--- config.mk ---
export PLATFORM = sky130hd
export DESIGN_NAME = mul_writeback_seq
export DESIGN_NICKNAME = d
export VERILOG_FILES = /design/src/rtl/risc_spm_pkg.sv /design/src/rtl/mul_writeback_seq_rise_detect.sv /design/src/rtl/mul_writeback_seq.sv
export SDC_FILE = /design/constraint.sdc
export NUM_CORES = 1
export LEC_CHECK = 0
export ABC_AREA = 1
export CAP_MARGIN = 20
export CORE_MARGIN = 4
export CORE_UTILIZATION = 25
export DETAILED_ROUTE_END_ITERATION = 8
export PLACE_DENSITY = 0.5
export SYNTH_ARGS = -nofsm -noshare
export SYNTH_HDL_FRONTEND = slang
export SYNTH_HIERARCHICAL = 1
export SYNTH_SLANG_ARGS = --single-unit
--- constraint.sdc ---
create_clock -name clk -period 3.2 [get_ports clk]
set_input_delay 0.96 -clock clk [delete_from_list [all_inputs] [get_ports clk]]
set_output_delay 0.96 -clock clk [all_outputs]
set_load 0.05 [all_outputs]
--- src/rtl/risc_spm_pkg.sv ---
// Shared RISC-SPM definitions: datapath width, opcode set and the MUL
// writeback sequencer state encoding.
package risc_spm_pkg;

  localparam int WORD_SIZE = 8;

  typedef enum logic [3:0] {
    OP_NOP = 4'd0,
    OP_ADD = 4'd1,
    OP_SUB = 4'd2,
    OP_AND = 4'd3,
    OP_NOT = 4'd4,
    OP_RD  = 4'd5,
    OP_WR  = 4'd6,
    OP_BR  = 4'd7,
    OP_BRZ = 4'd8,
    OP_MUL = 4'd9
  } opcode_e;

  typedef enum logic [1:0] {
    S_IDLE  = 2'd0,
    S_WAIT  = 2'd1,
    S_WB_LO = 2'd2,
    S_WB_HI = 2'd3
  } mul_state_e;

  function automatic logic is_wb_state(mul_state_e s);
    return (s == S_WB_LO) || (s == S_WB_HI);
  endfunction

endpackage

--- src/rtl/mul_writeback_seq_rise_detect.sv ---
// Rising-edge detector: registers the level input every cycle and flags a
// 0->1 transition combinationally against the registered copy.
module rise_detect (
  input  logic clk,
  input  logic rst_n,
  input  logic sig_i,
  output logic rise_o
);

  logic done_q;

  always_ff @(posedge clk or negedge rst_n) begin
    if (!rst_n) begin
      done_q <= 1'b0;
    end else begin
      done_q <= sig_i;
    end
  end

  assign rise_o = sig_i & ~done_q;

endmodule

--- src/rtl/mul_writeback_seq.sv ---
// MUL writeback sequencer and processor status register for the RISC-SPM.
// Optional macro MUL_ZERO_FLAG_EN: a completed MUL also updates zero_flag.
module mul_writeback_seq
  import risc_spm_pkg::*;
#(
  parameter int WORD_SIZE   = risc_spm_pkg::WORD_SIZE,
  parameter int REG_ADDR_W  = 2,
  parameter int MUL_TIMEOUT = 32
) (
  input  logic                  clk,
  input  logic                  rst_n,
  input  logic                  load_flags,
  input  logic                  alu_zero_flag,
  input  logic                  alu_overflow_flag,
  input  logic                  mul_start,
  input  logic [REG_ADDR_W-1:0] mul_dest_lsb,
  input  logic [REG_ADDR_W-1:0] mul_dest_msb,
  input  logic                  alu_mul_done_flag,
  input  logic [WORD_SIZE-1:0]  mul_LSB_byte,
  input  logic [WORD_SIZE-1:0]  mul_MSB_byte,
  output logic                  stall,
  output logic                  wb_en,
  output logic [REG_ADDR_W-1:0] wb_addr,
  output logic [WORD_SIZE-1:0]  wb_data,
  output logic                  mul_complete,
  output logic                  mul_err,
  output logic                  zero_flag,
  output logic                  overflow_flag,
  output logic [1:0]            dbg_state
);

  localparam int TMR_W = $clog2(MUL_TIMEOUT + 1);
  localparam logic [TMR_W-1:0] TMR_LAST = TMR_W'(MUL_TIMEOUT - 1);

  mul_state_e                  state_q, state_d;
  logic [TMR_W-1:0]            timer_q, timer_d;
  logic [REG_ADDR_W-1:0]       dest_lsb_q, dest_lsb_d;
  logic [REG_ADDR_W-1:0]       dest_msb_q, dest_msb_d;
  logic [2*WORD_SIZE-1:0]      prod_q, prod_d;
  logic                        err_q, err_d;
  logic                        zero_q, zero_d;
  logic                        ovf_q, ovf_d;
  logic                        done_rise;
  logic                        timeout_hit;

  rise_detect u_rise_detect (
    .clk    (clk),
    .rst_n  (rst_n),
    .sig_i  (alu_mul_done_flag),
    .rise_o (done_rise)
  );

  // A done edge in the final WAIT cycle takes priority over the abort.
  assign timeout_hit = (state_q == S_WAIT) && !done_rise && (timer_q == TMR_LAST);

  always_ff @(posedge clk or negedge rst_n) begin
    if (!rst_n) begin
      state_q <= S_IDLE;
    end else begin
      state_q <= state_d;
    end
  end

  always_comb begin
    state_d = state_q;
    case (state_q)
      S_IDLE: begin
        if (mul_start) state_d = S_WAIT;
      end
      S_WAIT: begin
        if (done_rise)        state_d = S_WB_LO;
        else if (timeout_hit) state_d = S_IDLE;
      end
      S_WB_LO: state_d = S_WB_HI;
      S_WB_HI: state_d = S_IDLE;
      default: state_d = S_IDLE;
    endcase
  end

  always_comb begin
    timer_d    = timer_q;
    dest_lsb_d = dest_lsb_q;
    dest_msb_d = dest_msb_q;
    prod_d     = prod_q;
    err_d      = 1'b0;
    zero_d     = zero_q;
    ovf_d      = ovf_q;
    case (state_q)
      S_IDLE: begin
        if (mul_start) begin
          dest_lsb_d = mul_dest_lsb;
          dest_msb_d = mul_dest_msb;
          timer_d    = '0;
        end
        // The controller is stalled outside IDLE, so only IDLE loads count.
        if (load_flags) begin
          zero_d = alu_zero_flag;
          ovf_d  = alu_overflow_flag;
        end
      end
      S_WAIT: begin
        timer_d = timer_q + 1'b1;
        if (done_rise) prod_d = {mul_MSB_byte, mul_LSB_byte};
        err_d = timeout_hit;
      end
      S_WB_HI: begin
        ovf_d = |prod_q[2*WORD_SIZE-1:WORD_SIZE];
`ifdef MUL_ZERO_FLAG_EN
        zero_d = (prod_q == '0);
`else
        zero_d = zero_q;
`endif
      end
      default: begin
        timer_d = timer_q;
      end
    endcase
  end

  always_ff @(posedge clk or negedge rst_n) begin
    if (!rst_n) begin
      timer_q    <= '0;
      dest_lsb_q <= '0;
      dest_msb_q <= '0;
      prod_q     <= '0;
      err_q      <= 1'b0;
      zero_q     <= 1'b0;
      ovf_q      <= 1'b0;
    end else begin
      timer_q    <= timer_d;
      dest_lsb_q <= dest_lsb_d;
      dest_msb_q <= dest_msb_d;
      prod_q     <= prod_d;
      err_q      <= err_d;
      zero_q     <= zero_d;
      ovf_q      <= ovf_d;
    end
  end

  // Outputs decode only registered state so no input reaches them combinationally.
  always_comb begin
    stall        = (state_q != S_IDLE);
    wb_en        = is_wb_state(state_q);
    wb_addr      = '0;
    wb_data      = '0;
    mul_complete = 1'b0;
    case (state_q)
      S_WB_LO: begin
        wb_addr = dest_lsb_q;
        wb_data = prod_q[WORD_SIZE-1:0];
      end
      S_WB_HI: begin
        wb_addr      = dest_msb_q;
        wb_data      = prod_q[2*WORD_SIZE-1:WORD_SIZE];
        mul_complete = 1'b1;
      end
      default: begin
        wb_addr = '0;
      end
    endcase
  end

  assign mul_err       = err_q;
  assign zero_flag     = zero_q;
  assign overflow_flag = ovf_q;
  assign dbg_state     = state_q;

endmodule

* After elaboration in Yosys (flattened, before gate mapping)
Cells that the tools add are included.
Word-level totals: bits in registers 32, input port bits 27, word-level logic and storage cells 46, output and inout port bits 18
Operators by class: equality and inequality tests 7, reduce and logical (&&, ||, !) cells 15, multiplexer cells 12, bitwise logic cells 2, $add $sub $neg 1
Operators with widths (number):
- $pmux 8 s2 | 1
- $pmux 6 s2 | 1
- $reduce_and 2->1 | 6
- $pmux 2 s4 | 1
- $reduce_or 8->1 | 1
- $add 6x1->6 const B | 1
- $eq 6x5->1 const B | 1
- $mux 2 | 3
- $mux 6 | 1
- $reduce_bool 2->1 | 3
- $eq 2x2->1 const B | 2
- $ne 2x2->1 const B | 2
- $pmux 2 s2 | 1
- $mux 1 | 3
- $ne 3x3->1 const B | 1
- $eq 2x1->1 const B | 1
- $logic_and 1x1->1 | 2
- $logic_not 2->1 | 1
- $pmux 1 s2 | 1
- $and 1x1->1 | 1
- $logic_not 1->1 | 1
- $logic_or 1x1->1 | 1
- $not 1->1 | 1

* Longest topological paths before layout
depth after elaboration 8, gate-level depth with buffers 7, gate-level depth less buffers 7

* Modules after synthesis
Netlist, hierarchy kept.
By module, submodules not included:
- mul_writeback_seq | times used 1, area each 1512.7 um^2, cells each 187
- rise_detect | times used 1, area each 35.0 um^2, cells each 3

* Worst setup path before layout
OpenSTA, ideal clock, no wires.
kind reg-to-output, start point reg state_q[0] (netlist: dbg_state[0]), end point out wb_data[1], slack 0.143 ns, stages on the path, launching flop included 3, data arrival time 2.097 ns, path through dfrtp_1 nand2_1 o21ai_0
Between the ends: cells in the longest elaborated chain, start to end 2, elaborated cells between the ends (all ways) 3
Ends and longest elaborated chain:
- start, declared | RTL line mul_writeback_seq.sv:35 | mul_state_e state_q, state_d;
- start signal, assigned | RTL line mul_writeback_seq.sv:60 | state_q <= state_d;
- $eq 2x2->1 | RTL line mul_writeback_seq.sv:147 | case (state_q)
- $pmux 8 s2 (*) | RTL line mul_writeback_seq.sv:147
- end, declared | RTL line mul_writeback_seq.sv:24 | output logic [WORD_SIZE-1:0] wb_data,
Mark *: on every way between the ends. The rest lies on a longest branch, timed or not.

==> results.tsv <==
metric	value	unit
outcome	completed	
post-route ant nets	0	
Post-DP HPWL	2760	um
dpl cell area	2080	um2
pin count of the biggest net entering global routing	33	
# clock sinks	32	
Distinct cells, synth	20	
Yosys top cell by area	dfrtp_1	
Pins Over Slew Limit	0	
Clock Tree Buf Depth	2	
I/O Buffers	44	
Ports	45	
crit share post-route	90.2	%
GRT overflow	0	
via count	1361	
post-synthesis sequential area ratio	51.7	%
CP endpoint kind	output port	
DR iter-0 viols	48	
die area	7510	um2
clock root buffer master	clkbuf_8	
Static Leak	1.07	nW
critical path fanouts, max	16	
crit path time final	2.89	ns
Initial Util	26.0	%
fill count	652	
worst min path class	flop to flop	
Worst Setup Path Type	flop to output port	
CP Cell Sequence	nor2_2 -> inv_1 -> clkdlybuf4s50_1	
Mapped Nets	218	
fraction of layout cells with a size suffix above 1	14.3	%
main area contributors after synthesis	dfrtp_1 (52%), nand2_1 (16%), nand3_1 (12%)	
GRT Total Usage	11.1	%
worst slew pin tran	0.550	ns
Worst path slowest cell	clkdlybuf4s50_1	
# resized after CTS	0	
fmax	0.346	GHz
flop2flop setup slack	1.62	ns
cell area after layout	2170	um2
n_diodes	0	
Worst EP required	2.24	ns
pwr/cell area	967	nW/um2
Synth Instances	190	
# Post-CTS Setup Buffers	0	
area share of the largest cell type after synthesis	51.7	%
Worst VDD drop	0.464	mV
synth warn	6	
Power Total	2.10	mW
Hold WS	0.475	ns
vias per std cell	4.35	
Die Width	86.7	um
core area	5960	um2
Final setup viols	0	
syn avg cell area	8.15	um2
Max stage delay on crit path	0.79	ns
Netlist Area Pre-Place	1550	um2
# Max-Cap Violations	0	
startpoint types	flop	
Hold-fix buffers, CTS	0	
global-route wire length before repair	6510	um
Synth Register Bits	32	
post-route clock skew	0.00169	ns
clk slew on worst S/H paths	0.06	ns
CTS tree	yes	
Final Hold Fails	0	
Post-Route WL	3840	um
standard-cell rows	28	
# H-tree levels	2	
initial antenna violation count	0	
vias in the first global route	1364	
Nets	265	
Post-Route Utilization	36.5	%
Worst-Skew Late Latency	0.28	ns
drt drc	0	
CTS Buf Count	5	
drt pass-1 iters	4	
gpl congestion	0.715	
RSZ-0062 raised after global routing	false	
worst slew margin relative to its limit	63.3	%
area grow syn2layout	40.4	%
WL/cell	12.3	um
setup TNS	0	ns
Die Span Y	86.7	um
worst path arrival time	1.93	ns
-- where the power goes --
| part | internal [mW] | leakage, nW | switching, mW |
|---|---|---|---|
| Sequential | 0.578 | 0.395 | 0.141 |
| Combinational | 0.362 | 0.627 | 0.699 |
| Clock | 0.175 | 0.0455 | 0.147 |
-- cell usage in the layout, fill, tap and decap left out --
master,count
nand3_1,36
buf_12,4
inv_4,1
nor3b_1,1
nand2_4,3
inv_2,1
buf_4,10
xnor2_1,1
a21oi_2,4
ha_1,1
o21ai_0,10
nand4_1,1
inv_1,12
dfrtp_1,32
nand2_1,65
clkdlybuf4s50_1,33
a21oi_1,1
clkbuf_8,6
nor2_2,5
clkbuf_1,2
nor2_1,9
-- synthesized netlist by cell type --
cell      number
xnor2_1        1
nand3_1       36
nand2_1       65
nand2_4        3
nor2_2         5
a21oi_2        4
dfrtp_1       32
o21ai_0       10
inv_4          1
ha_1           1
a21oi_1        1
nand4_1        1
buf_4          2
inv_2          1
nor3b_1        1
buf_2          2
clkbuf_1       2
buf_6          1
inv_1         12
nor2_1         9
-- cell families after synthesis --
group | after synthesis | synth area share (%)
compound gates | 15 | 5.82
flops | 32 | 51.7
fa+ha+maj | 1 | 0.808
simple gates | 120 | 34.7
xor+xnor | 1 | 0.566
buf+inv | 21 | 6.39
-- flip-flops by register name (all words and copies together) (netlist names), 2 cells and up, named ones only --
register    count
dest_msb_q      2
dest_lsb_q      2
prod_q         16
timer_q         6
-- stage by stage --
step                cells  worst slack (ns)
finish                313             0.313
global route          313             0.172
CTS                   313             0.295
detailed placement    305             0.619
global placement      305             0.636
floorplan             190             0.143
-- metal layers --
metal | global-route usage (%) | share of wire [%]
met2 | 15.7 | 42
met5 | 0 | 0
met3 | 3.52 | 6.1
met4 | 4.25 | 1.5
met1 | 15.7 | 50
-- cell type report --
type | count | area (um2) | share of cell area (%)
clock buffer | 8 | 90.1 | 4.15
inverter | 14 | 55.1 | 2.53
multi-input combinational | 137 | 648 | 29.8
sequential | 32 | 801 | 36.8
tap | 75 | 93.8 | 4.32
timing repair buffer | 47 | 485 | 22.3
-- worst paths after layout --
path                                 end  startpoint  cells past startpoint
min                            prod_q[5]   prod_q[5]                      2
max                                stall        flop                      3
min reg2reg                    prod_q[5]   prod_q[5]                      2
min in group asynchronous  dest_msb_q[0]       rst_n                      2
max reg2reg                   prod_q[14]        flop                      6
max in group asynchronous      prod_q[2]       rst_n                      2
-- critical path, delay by kind of cell (launching register included) --
family                 cells  cell delay, ns
flip-flops                 1            0.69
AND/OR/NAND/NOR            1            0.10
buffers and inverters      2            0.86
(Power assumes the default switching activity.)
